### src/rtl/spi_cmd_pkg.sv
// spi_cmd_pkg
//   Shared definitions for the SPI command sequencer: command byte values,
//   the sequencer state type and a helper that maps a command byte to the
//   state that handles its payload.
package spi_cmd_pkg;

  localparam logic [7:0] CMD_CONF_WR = 8'h2A;
  localparam logic [7:0] CMD_DATA_WR = 8'h2C;
  localparam logic [7:0] CMD_REFRESH = 8'h2D;

  typedef enum logic [2:0] {
    IDLE   = 3'd0,
    CONF_H = 3'd1,
    CONF_L = 3'd2,
    DATA   = 3'd3,
    DROP   = 3'd4
  } state_t;

  // Refresh and unknown commands carry no meaningful payload, so both
  // park in DROP until the frame ends.
  function automatic state_t cmd_next_state(input logic [7:0] cmd);
    state_t nxt;
    case (cmd)
      CMD_CONF_WR: nxt = CONF_H;
      CMD_DATA_WR: nxt = DATA;
      default:     nxt = DROP;
    endcase
    return nxt;
  endfunction

endpackage

### src/rtl/spi_cmd_ctrl.sv
// spi_cmd_ctrl
//   Splits each SPI chip-select frame into a command byte and its payload,
//   and turns the payload into frame RAM writes, an LED byte-count config
//   update or a refresh request towards the waveform engine.
//
// Ports
//   clk_in           system clock
//   rst_in           asynchronous reset, active high
//   spi_cs_n_in      chip select (synchronous), high = frame boundary
//   byte_rdy_in      one-cycle strobe qualifying byte_data_in
//   byte_data_in     received byte
//   ram_wr_en_out    frame RAM write enable, one cycle per payload byte
//   ram_wr_addr_out  frame RAM write address
//   ram_wr_data_out  frame RAM write data
//   cfg_cnt_out      LED byte count for the waveform engine
//   refresh_req_out  refresh request level, held until acknowledged
//   refresh_ack_in   one-cycle acceptance of the refresh request
//   ovf_err_out      sticky frame RAM overflow flag
//
// state  | meaning
// -------+----------------------------------------------------------
// IDLE   | waiting for the command byte of a new frame
// CONF_H | CMD_CONF_WR seen, waiting for the count high byte
// CONF_L | high byte held, waiting for the count low byte
// DATA   | CMD_DATA_WR seen, every byte goes to the frame RAM
// DROP   | nothing more to do in this frame, ignore bytes until CS high
module spi_cmd_ctrl
  import spi_cmd_pkg::*;
#(
  parameter int ADDR_WIDTH = 11,
  parameter int CNT_WIDTH  = 12
) (
  input  logic                  clk_in,
  input  logic                  rst_in,
  input  logic                  spi_cs_n_in,
  input  logic                  byte_rdy_in,
  input  logic [7:0]            byte_data_in,
  output logic                  ram_wr_en_out,
  output logic [ADDR_WIDTH-1:0] ram_wr_addr_out,
  output logic [7:0]            ram_wr_data_out,
  output logic [CNT_WIDTH-1:0]  cfg_cnt_out,
  output logic                  refresh_req_out,
  input  logic                  refresh_ack_in,
  output logic                  ovf_err_out
);

  state_t state_q, state_d;

  // One bit wider than the address: the MSB marks that the last RAM
  // address has already been written, which blocks further writes
  // instead of letting the pointer wrap.
  logic [ADDR_WIDTH:0] wr_ptr_q;
  logic [7:0]          cfg_hi_q;
  logic [15:0]         cfg_word;

  logic ptr_clr;
  logic wr_fire;
  logic ovf_hit;
  logic hi_load;
  logic cfg_load;
  logic refresh_set;

  assign cfg_word = {cfg_hi_q, byte_data_in};

  always_ff @(posedge clk_in or posedge rst_in) begin
    if (rst_in) begin
      state_q <= IDLE;
    end else begin
      state_q <= state_d;
    end
  end

  // A strobe coinciding with CS high belongs to no frame and is dropped.
  always_comb begin
    state_d     = state_q;
    ptr_clr     = 1'b0;
    wr_fire     = 1'b0;
    ovf_hit     = 1'b0;
    hi_load     = 1'b0;
    cfg_load    = 1'b0;
    refresh_set = 1'b0;
    if (spi_cs_n_in) begin
      state_d = IDLE;
    end else if (byte_rdy_in) begin
      case (state_q)
        IDLE: begin
          state_d     = cmd_next_state(byte_data_in);
          ptr_clr     = (byte_data_in == CMD_DATA_WR);
          refresh_set = (byte_data_in == CMD_REFRESH);
        end
        CONF_H: begin
          hi_load = 1'b1;
          state_d = CONF_L;
        end
        CONF_L: begin
          cfg_load = 1'b1;
          state_d  = DROP;
        end
        DATA: begin
          if (wr_ptr_q[ADDR_WIDTH]) begin
            ovf_hit = 1'b1;
          end else begin
            wr_fire = 1'b1;
          end
        end
        DROP: begin
          state_d = DROP;
        end
        default: begin
          state_d = IDLE;
        end
      endcase
    end
  end

  always_ff @(posedge clk_in or posedge rst_in) begin
    if (rst_in) begin
      ram_wr_en_out   <= 1'b0;
      ram_wr_addr_out <= '0;
      ram_wr_data_out <= 8'h00;
      wr_ptr_q        <= '0;
      ovf_err_out     <= 1'b0;
    end else begin
      ram_wr_en_out <= wr_fire;
      if (wr_fire) begin
        ram_wr_addr_out <= wr_ptr_q[ADDR_WIDTH-1:0];
        ram_wr_data_out <= byte_data_in;
      end
      if (ptr_clr) begin
        wr_ptr_q <= '0;
      end else if (wr_fire) begin
        wr_ptr_q <= wr_ptr_q + {{ADDR_WIDTH{1'b0}}, 1'b1};
      end
      if (ptr_clr) begin
        ovf_err_out <= 1'b0;
      end else if (ovf_hit) begin
        ovf_err_out <= 1'b1;
      end
    end
  end

  // The count register only moves once both payload bytes have arrived,
  // so a frame cut short in CONF_H/CONF_L leaves it untouched.
  always_ff @(posedge clk_in or posedge rst_in) begin
    if (rst_in) begin
      cfg_hi_q    <= 8'h00;
      cfg_cnt_out <= '0;
    end else begin
      if (hi_load) begin
        cfg_hi_q <= byte_data_in;
      end
      if (cfg_load) begin
        cfg_cnt_out <= CNT_WIDTH'(cfg_word);
      end
    end
  end

  // A new request wins over a simultaneous ack of the previous one.
  always_ff @(posedge clk_in or posedge rst_in) begin
    if (rst_in) begin
      refresh_req_out <= 1'b0;
    end else if (refresh_set) begin
      refresh_req_out <= 1'b1;
    end else if (refresh_ack_in) begin
      refresh_req_out <= 1'b0;
    end
  end

endmodule

### config.mk
export PLATFORM = sky130hd
export DESIGN_NAME = spi_cmd_ctrl
export DESIGN_NICKNAME = d
export VERILOG_FILES = /design/src/rtl/spi_cmd_pkg.sv /design/src/rtl/spi_cmd_ctrl.sv
export SDC_FILE = /design/constraint.sdc
export NUM_CORES = 1
export LEC_CHECK = 0
export ABC_AREA = 1
export CAP_MARGIN = 20
export CORE_MARGIN = 4
export CORE_UTILIZATION = 30
export CTS_CLUSTER_DIAMETER = 150
export CTS_CLUSTER_SIZE = 20
export DETAILED_ROUTE_END_ITERATION = 8
export PLACE_DENSITY_LB_ADDON = 0.1
export REMOVE_ABC_BUFFERS = 1
export SYNTH_ARGS = -nofsm -noshare
export SYNTH_HDL_FRONTEND = slang
export SYNTH_SLANG_ARGS = --single-unit
### constraint.sdc
create_clock -name clk_in -period 2.2 [get_ports clk_in]
set_input_delay 0.55 -clock clk_in [delete_from_list [all_inputs] [get_ports clk_in]]
set_output_delay 0.55 -clock clk_in [all_outputs]
set_load 0.01 [all_outputs]
Word level (Yosys, flattened, before mapping). Index checks and enable logic that the tools add are counted.

Flip-flop bits (word level): 53. Latch bits: 0. Bits in writable memories: 0. Memory bits (read-only): 0. Input port bits: 13. Memories kept: 0.

Add/sub/neg operators: 1. Multipliers: 0. Divide/modulo/power cells: 0. Order comparisons: 0. Eq/ne operators: 8. Shift-type cells: 0. Muxes and demuxes: 30. Bitwise operators: 0. Reduce and logical (&&, ||, !) cells: 7.

Operator list (count): == test 8 x 6 -> 1 bit (second input constant) (3); 2-to-1 mux 1 bit (24); 2-to-1 mux 12 bit (2); adder 12 x 1 -> 12 bit (second input constant) (1); one-hot mux 3 bit (4 select lines) (1); nonzero test 2 bit (4); == test 3 x 2 -> 1 bit (second input constant) (2); 2-to-1 mux 3 bit (2); one-hot mux 3 bit (2 select lines) (1); == test 3 x 1 -> 1 bit (second input constant) (1); == test 3 bit (second input constant) (1); zero test 3 bit (1); inequality test 2 bit (second input constant) (1); AND reduction 2 bit (1); OR reduction 2 bit (1).

Depth between registers and ports, before layout. Gate-level depths: netlist of run 1.

Word-level depth: 6. Mapped depth: 9. Mapped depth without buffers: 9.

Least setup slack after synthesis of run 1. OpenSTA, ideal clock, no wires.

Kind: input to register. From: input port byte_rdy_in. To: register cfg_cnt_out[10]. Library setup time: 0.125 ns. Data arrival time: 1.289 ns. Data required time: 2.075 ns. Setup slack: 0.786 ns. Stages: 5. Buffers on the path: 1. Cells stage by stage: inv_1 > nor2_4 > nand3_1 > buf_2 > mux2_2.

Longest elaborated chain between the ends: 2.

Ends and longest elaborated chain: from (decl) (line spi_cmd_ctrl.sv:36) `input logic byte_rdy_in,`; 2-to-1 mux 1 bit (line spi_cmd_ctrl.sv:84) `end else if (byte_rdy_in) begin`; 2-to-1 mux 1 bit (line spi_cmd_ctrl.sv:82) `if (spi_cs_n_in) begin`; to (signal assigned) (line spi_cmd_ctrl.sv:153) `cfg_cnt_out <= CNT_WIDTH'(cfg_word);`; to (decl) (line spi_cmd_ctrl.sv:41) `output logic [CNT_WIDTH-1:0] cfg_cnt_out,`.

Every way passes these cells. A chain may end at the register's enable or synchronous reset.

Worst setup path in the final report of run 1.
From: input port spi_cs_n_in. To: register wr_ptr_q[0].

Longest elaborated chain between the ends: 2. Elaborated cells on any way between the ends: 4. Classes of those cells: mux (3); reduce/logical (1).

Ends and longest elaborated chain: from (decl) (line spi_cmd_ctrl.sv:35) `input logic spi_cs_n_in,`; 2-to-1 mux 1 bit (line spi_cmd_ctrl.sv:82); 2-to-1 mux 12 bit or nonzero test 2 bit (tied branches); to (signal assigned) (line spi_cmd_ctrl.sv:132) `wr_ptr_q <= wr_ptr_q + {{ADDR_WIDTH{1'b0}}, 1'b1};`; to (decl) (line spi_cmd_ctrl.sv:52) `logic [ADDR_WIDTH:0] wr_ptr_q;`.

Parallel ways exist; a longest one is shown, timed or not.

==> results of run 1 <==
[worst paths after layout]
check | start | end | slack, ns | depth (start not counted)
max in group asynchronous | rst_in | state_q[0] | 1.14 | 3
min in group asynchronous | rst_in | cfg_cnt_out[7] | 0.58 | 2
hold reg to reg | ram_wr_addr_out[6] | ram_wr_addr_out[6] | 0.48 | 2
hold / removal | ram_wr_addr_out[6] | ram_wr_addr_out[6] | 0.48 | 2
setup / recovery | spi_cs_n_in | wr_ptr_q[0] | 0.38 | 8
setup reg to reg | state_q[0] | wr_ptr_q[0] | 0.69 | 8
[area by class of cell]
type	count	area, um^2	share of cell area (%)
Clock inverter	2	15.01	0.4942
Tap cell	102	127.6	4.201
Clock buffer	6	72.57	2.389
Timing Repair Buffer	52	530.5	17.46
Inverter	38	142.6	4.695
Sequential cell	53	1326	43.66
Multi-Input combinational cell	174	823.3	27.10
[flip-flops by register name, summed over array words and instances, names as in the netlist]
name             flops
cfg_cnt_out         12
wr_ptr_q            12
ram_wr_addr_out     11
ram_wr_data_out      8
cfg_hi_q             4
state_q              3
ovf_err_out          1
ram_wr_en_out        1
refresh_req_out      1
[layout by cell type, fill, tap and decap left out, types with 3 or more instances in the layout]
master           synthesis  layout
a21oi_1                  4       4
buf_4                    1       4
clkbuf_8                 0       5
clkdlybuf4s50_1          0      46
dfrtp_1                 53      53
inv_1                   36      35
inv_2                    2       3
mux2_2                   4       4
nand2_1                 71      71
nand3_1                 16      16
nand4_1                  5       5
nor2_1                  22      22
nor3_1                   5       5
o21ai_0                 34      34
o21ai_1                  3       3
[worst max-delay path, stage by stage]
cell and delay [ns]:
clkdlybuf4s50_1 0.56, nor2_1 0.08, nand2_2 0.12, nor2_4 0.04, inv_2 0.42, nand2_1 0.10
nand2_1 0.08, a21oi_1 0.04
[power by group through the flow]
stage               registers (mW)  clock network [mW]  logic, mW
finish                       0.992               0.550      0.115
global placement              1.01                   0      0.117
detailed placement            1.01                   0      0.117
global route                 0.994               0.626      0.133
floorplan                     1.01                   0     0.0578
CTS                          0.992               0.580      0.118
[per-layer routing]
layer | vias up | global-route usage (%)
met2 | 49 | 16.99
met4 | 0 | 3.240
li1 | 962 | -
met5 | - | 0
met1 | 841 | 17.15
met3 | 2 | 3.244
[logic make-up after synthesis]
kind of cell | share of synthesized area [%]
AND/OR/NAND/NOR | 22.22
buffers and inverters | 9.341
flip-flops | 55.94
multiplexers | 1.900
adder cells (fa/ha/maj) | 0.5276
AO/OA/AOI/OAI | 10.08
==> impl_metrics.json, run 1 <==
{
  "synth_cell_types": 24,
  "drive_gt1_share_pct": 8.615,
  "power.internal_mw": 1.255,
  "core_um2": 7687,
  "top_layer": "met4",
  "path_class": "in -> reg",
  "clk_pin_slew_ns": 0.10,
  "final_area_um2": 3038,
  "cts_setup_buffers": 0,
  "dpl.hpwl_um": 3821,
  "firstDrtPassIters": 4,
  "cts_buffers": 5,
  "fin_nets": 338,
  "fillers": 823,
  "grt_use_total_pct": 11.74,
  "syn_area_um2": 2371,
  "htree_levels": 2,
  "drt_first_iter_violations": 86,
  "fin_cells": 427,
  "syn_inst": 274,
  "synth_top_area_cell": "dfrtp_1",
  "vdd_drop_max_v": 0.0003220,
  "p_seq_share_pct": 59.8,
  "cts_root_buf": "clkbuf_8",
  "routedWlPerCell_um": 12.28,
  "synth-seq-cells": 53,
  "vias": 1854,
  "drc": 0,
  "hold_viol": 0,
  "worst_pin_slew_ns": 0.5701,
  "clockBufferDepth": 2,
  "rows": 32,
  "finClkSkew_ns": 0.01051,
  "cp_max_fo": 39,
  "place_congestion": 0.7815,
  "finalSetupTns_ns": 0,
  "power.density_nw_per_um2": 545.5,
  "diodes": 0,
  "placedCellCount": 419,
  "combPwrFrac_pct": 7.0,
  "critical_path_required_ns": 2.38,
  "start_kind": "input pin",
  "maxSlewViolCount": 0,
  "grt_pass1_vias": 1849,
  "async_reset_ff_share_pct": 100.0,
  "post-route-period-util_pct": 82.58,
  "relSlewSlack_pct": 61.94,
  "hold_ws_ns": 0.4827,
  "fmax_mhz": 550.4,
  "synth_top_cell_area_share_pct": 55.94,
  "vias_per_cell": 4.342,
  "cts_tree": "built",
  "io_buffers": 46,
  "met2WireLength_um": 2228,
  "placed_area_um2": 2950,
  "syn_area_per_cell_um2": 8.653,
  "drt-met1-wl_um": 2724,
  "hold_buffers": 0,
  "grt_pass1_wl_um": 9142,
  "wl_met3_um": 258,
  "yosys_most_used_dff": "dfrtp_1",
  "utilization_pct": 39.52,
  "antenna_found_initial": 0,
  "crit_path_end_kind": "flip-flop",
  "syn2layout_area_growth_pct": 28.13,
  "maxCapViolations": 0,
  "final_antenna_net_count": 0,
  "yosys_warnings": 0,
  "synthTopCellsByArea": "dfrtp_1 56%, nand2_1 11%, o21ai_0 7.2%",
  "switchingPower_mw": 0.4017,
  "die_w_um": 96.90,
  "insertion_delay_ns": 0.30,
  "fp.dieArea_um2": 9390,
  "status": "complete, no violations",
  "grt_max_degree": 40,
  "wl_um": 5245,
  "yosys-top-cells-count": "71 x nand2_1, 53 x dfrtp_1, 36 x inv_1",
  "leakagePower_nw": 1.490,
  "dp_slack_ns": 0.05305,
  "swShare_pct": 24.24,
  "grt_overflow": 0,
  "power_mw": 1.657,
  "io_pins": 47,
  "arrival_ns": 2.00,
  "cts_resized": 0,
  "synth-edff-count": 0,
  "ys_seq_area_share_pct": 55.94,
  "die_h_um": 96.90,
  "setup_viol": 0,
  "initial_core_util_pct": 30.84,
  "cts_sinks": 53,
  "yosysMostFrequentCell": "nand2_1",
  "p_clk_share_pct": 33.2,
  "period_needed_ns": 1.817,
  "hp-class": "reg -> reg",
  "grt_setup_unrepaired": "false",
  "worst_slack_ns": 0.3833
}
Power figures use the tool's default switching activity.
==> run 2: changes to the inputs <==
==> constraint.sdc (replaced) <==
create_clock -name clk_in -period 1.6 [get_ports clk_in]
set_input_delay 0.4 -clock clk_in [delete_from_list [all_inputs] [get_ports clk_in]]
set_output_delay 0.4 -clock clk_in [all_outputs]
set_load 0.01 [all_outputs]
==> run 2 against run 1 <==
First-iteration DRC count shrank 4.7%; core utilization grew 1.5 points; non-clock buffer count grew 14; wire length grew 4.9%; largest power group unchanged.
==> impl_metrics.json, run 2 (synthesized netlist as in run 1, its figures left out) <==
{
  "status": "complete, no violations",
  "cp-startpoint": "byte_rdy_in",
  "final_antenna_net_count": 0,
  "grt_pass1_wl_um": 9528,
  "swShare_pct": 22.38,
  "grt_use_total_pct": 12.43,
  "hold_buffers": 0,
  "die_w_um": 96.90,
  "worst_pin_slew_ns": 0.3689,
  "drive_gt1_share_pct": 13.31,
  "drt_first_iter_violations": 82,
  "die_h_um": 96.90,
  "timing.rr.start": "state_q[0]",
  "io_pins": 47,
  "antenna_found_initial": 0,
  "grt_overflow": 0,
  "fin_nets": 352,
  "placedCellCount": 433,
  "fillers": 789,
  "p_seq_share_pct": 56.3,
  "crit_path_end_kind": "flip-flop",
  "rows": 32,
  "crit_slowest_cell": "clkdlybuf4s50_1",
  "power.density_nw_per_um2": 768.7,
  "grt_setup_unrepaired": "false",
  "syn2layout_area_growth_pct": 33.03,
  "fmax_mhz": 664.1,
  "vias": 1940,
  "relSlewSlack_pct": 75.31,
  "placed_area_um2": 3080,
  "place_congestion": 0.7613,
  "leakagePower_nw": 1.748,
  "rr_endpoint": "wr_ptr_q[9]",
  "finClkSkew_ns": 0.005577,
  "final_area_um2": 3154,
  "utilization_pct": 41.03,
  "cts_tree": "built",
  "cts_buffers": 5,
  "grt_max_degree": 54,
  "firstDrtPassIters": 4,
  "cpMostUsedCell": "buf_4",
  "path_class": "in -> reg",
  "dpl.hpwl_um": 3904,
  "mostFrequentLayoutCell": "nand2_1",
  "grt_pass1_vias": 1923,
  "power.internal_mw": 1.882,
  "vdd_drop_max_v": 0.0003651,
  "setup_viol": 0,
  "drc": 0,
  "cts_sinks": 53,
  "vias_per_cell": 4.409,
  "cts_root_buf": "clkbuf_8",
  "multi_input_area_um2": 835.8,
  "reg_top3": "cfg_cnt_out x12, wr_ptr_q x12, ram_wr_addr_out x11",
  "maxCapViolations": 0,
  "core_um2": 7687,
  "switchingPower_mw": 0.5426,
  "initial_core_util_pct": 30.84,
  "htree_levels": 2,
  "wl_um": 5502,
  "critical_path_required_ns": 1.78,
  "maxSlewViolCount": 0,
  "post-route-period-util_pct": 94.11,
  "fp.dieArea_um2": 9390,
  "diodes": 0,
  "hold_viol": 0,
  "fin_cells": 440,
  "cp_slowest_stage_delay_ns": 0.51,
  "path_cells": "clkdlybuf4s50_1 > inv_1 > nor2_4 > nand3_1 > buf_4 > buf_4 > nand2_1 > o21ai_0",
  "rrSetupSlack_ns": 0.24,
  "clk_pin_slew_ns": 0.10,
  "clockBufferDepth": 2,
  "period_needed_ns": 1.506,
  "p_clk_share_pct": 36.7,
  "r2r_cells": 9,
  "register_area_um2": 1326,
  "routedWlPerCell_um": 12.50,
  "insertion_delay_ns": 0.30,
  "arrival_ns": 1.69,
  "cp_max_fo": 14,
  "io_buffers": 46,
  "start_kind": "input pin",
  "mostFrequentLayoutCells": "71 x nand2_1, 53 x dfrtp_1, 35 x inv_1",
  "combPwrFrac_pct": 7.1,
  "hp-class": "in -> async"
}
==> run 2: cell type report <==
class / instances / share of cell area (%)
Sequential cell: 53 / 42.05
Multi-Input combinational cell: 174 / 26.50
Timing Repair Buffer: 66 / 19.60
Inverter: 38 / 4.522
Tap cell: 102 / 4.046
Clock buffer: 5 / 2.182
Clock inverter: 2 / 1.111
==> run 2: stage by stage <==
stage | setup slack [ns] | hold WS (ns) | TNS [ns] | power [mW]
3_3_place_gp | -0.2113 | 0.4639 | -8.504 | 1.566
4_1_cts | 0.1008 | 0.4750 | 0 | 2.488
2_1_floorplan | -0.08623 | 0.4492 | -4.570 | 1.469
5_1_grt | 0.01735 | 0.5006 | 0 | 2.568
3_5_place_dp | -0.2299 | 0.4624 | -9.133 | 1.566
6_report | 0.09419 | 0.4581 | 0 | 2.425
==> run 2: how the worst max path moves through the flow <==
stage / slack (ns) / endpoint
final: 0.09 / cfg_cnt_out[1]
after global routing: 0.02 / wr_ptr_q[0]
after CTS: 0.10 / cfg_cnt_out[1]
after detailed placement: -0.23 / cfg_cnt_out[1]
after global placement: -0.21 / wr_ptr_q[9]
after floorplan: -0.09 / cfg_cnt_out[0]
==> run 2: power groups by stage <==
stage | Clock, mW | Combinational, mW | Sequential (mW)
after floorplan | 0 | 0.0795 | 1.39
after global placement | 0 | 0.176 | 1.39
after detailed placement | 0 | 0.175 | 1.39
final | 0.889 | 0.171 | 1.36
after CTS | 0.949 | 0.175 | 1.36
after global routing | 1.00 | 0.198 | 1.37
==> run 2: layer usage <==
layer / wire length [um] / share of wire (%) / track usage, % / vias to the layer above
li1: - / - / - / 994
met1: 2809 / 51 / 17.35 / 894
met2: 2352 / 43 / 19.06 / 47
met3: 275 / 5.0 / 3.172 / 5
met4: 65 / 1.2 / 3.564 / 0
met5: 0 / 0 / 0 / -
==> run 2: what timing repair did <==
item                                    CTS  global route
cloned                                    0             0
endpoints found under the setup margin   34             4
setup buffers                             0             0
resized for setup                        34             3
==> run 2: worst max-delay path: cells and delay by family <==
kind | cells | cell delay (ns)
simple gates | 3 | 0.25
compound gates | 1 | 0.08
buf+inv | 4 | 0.96
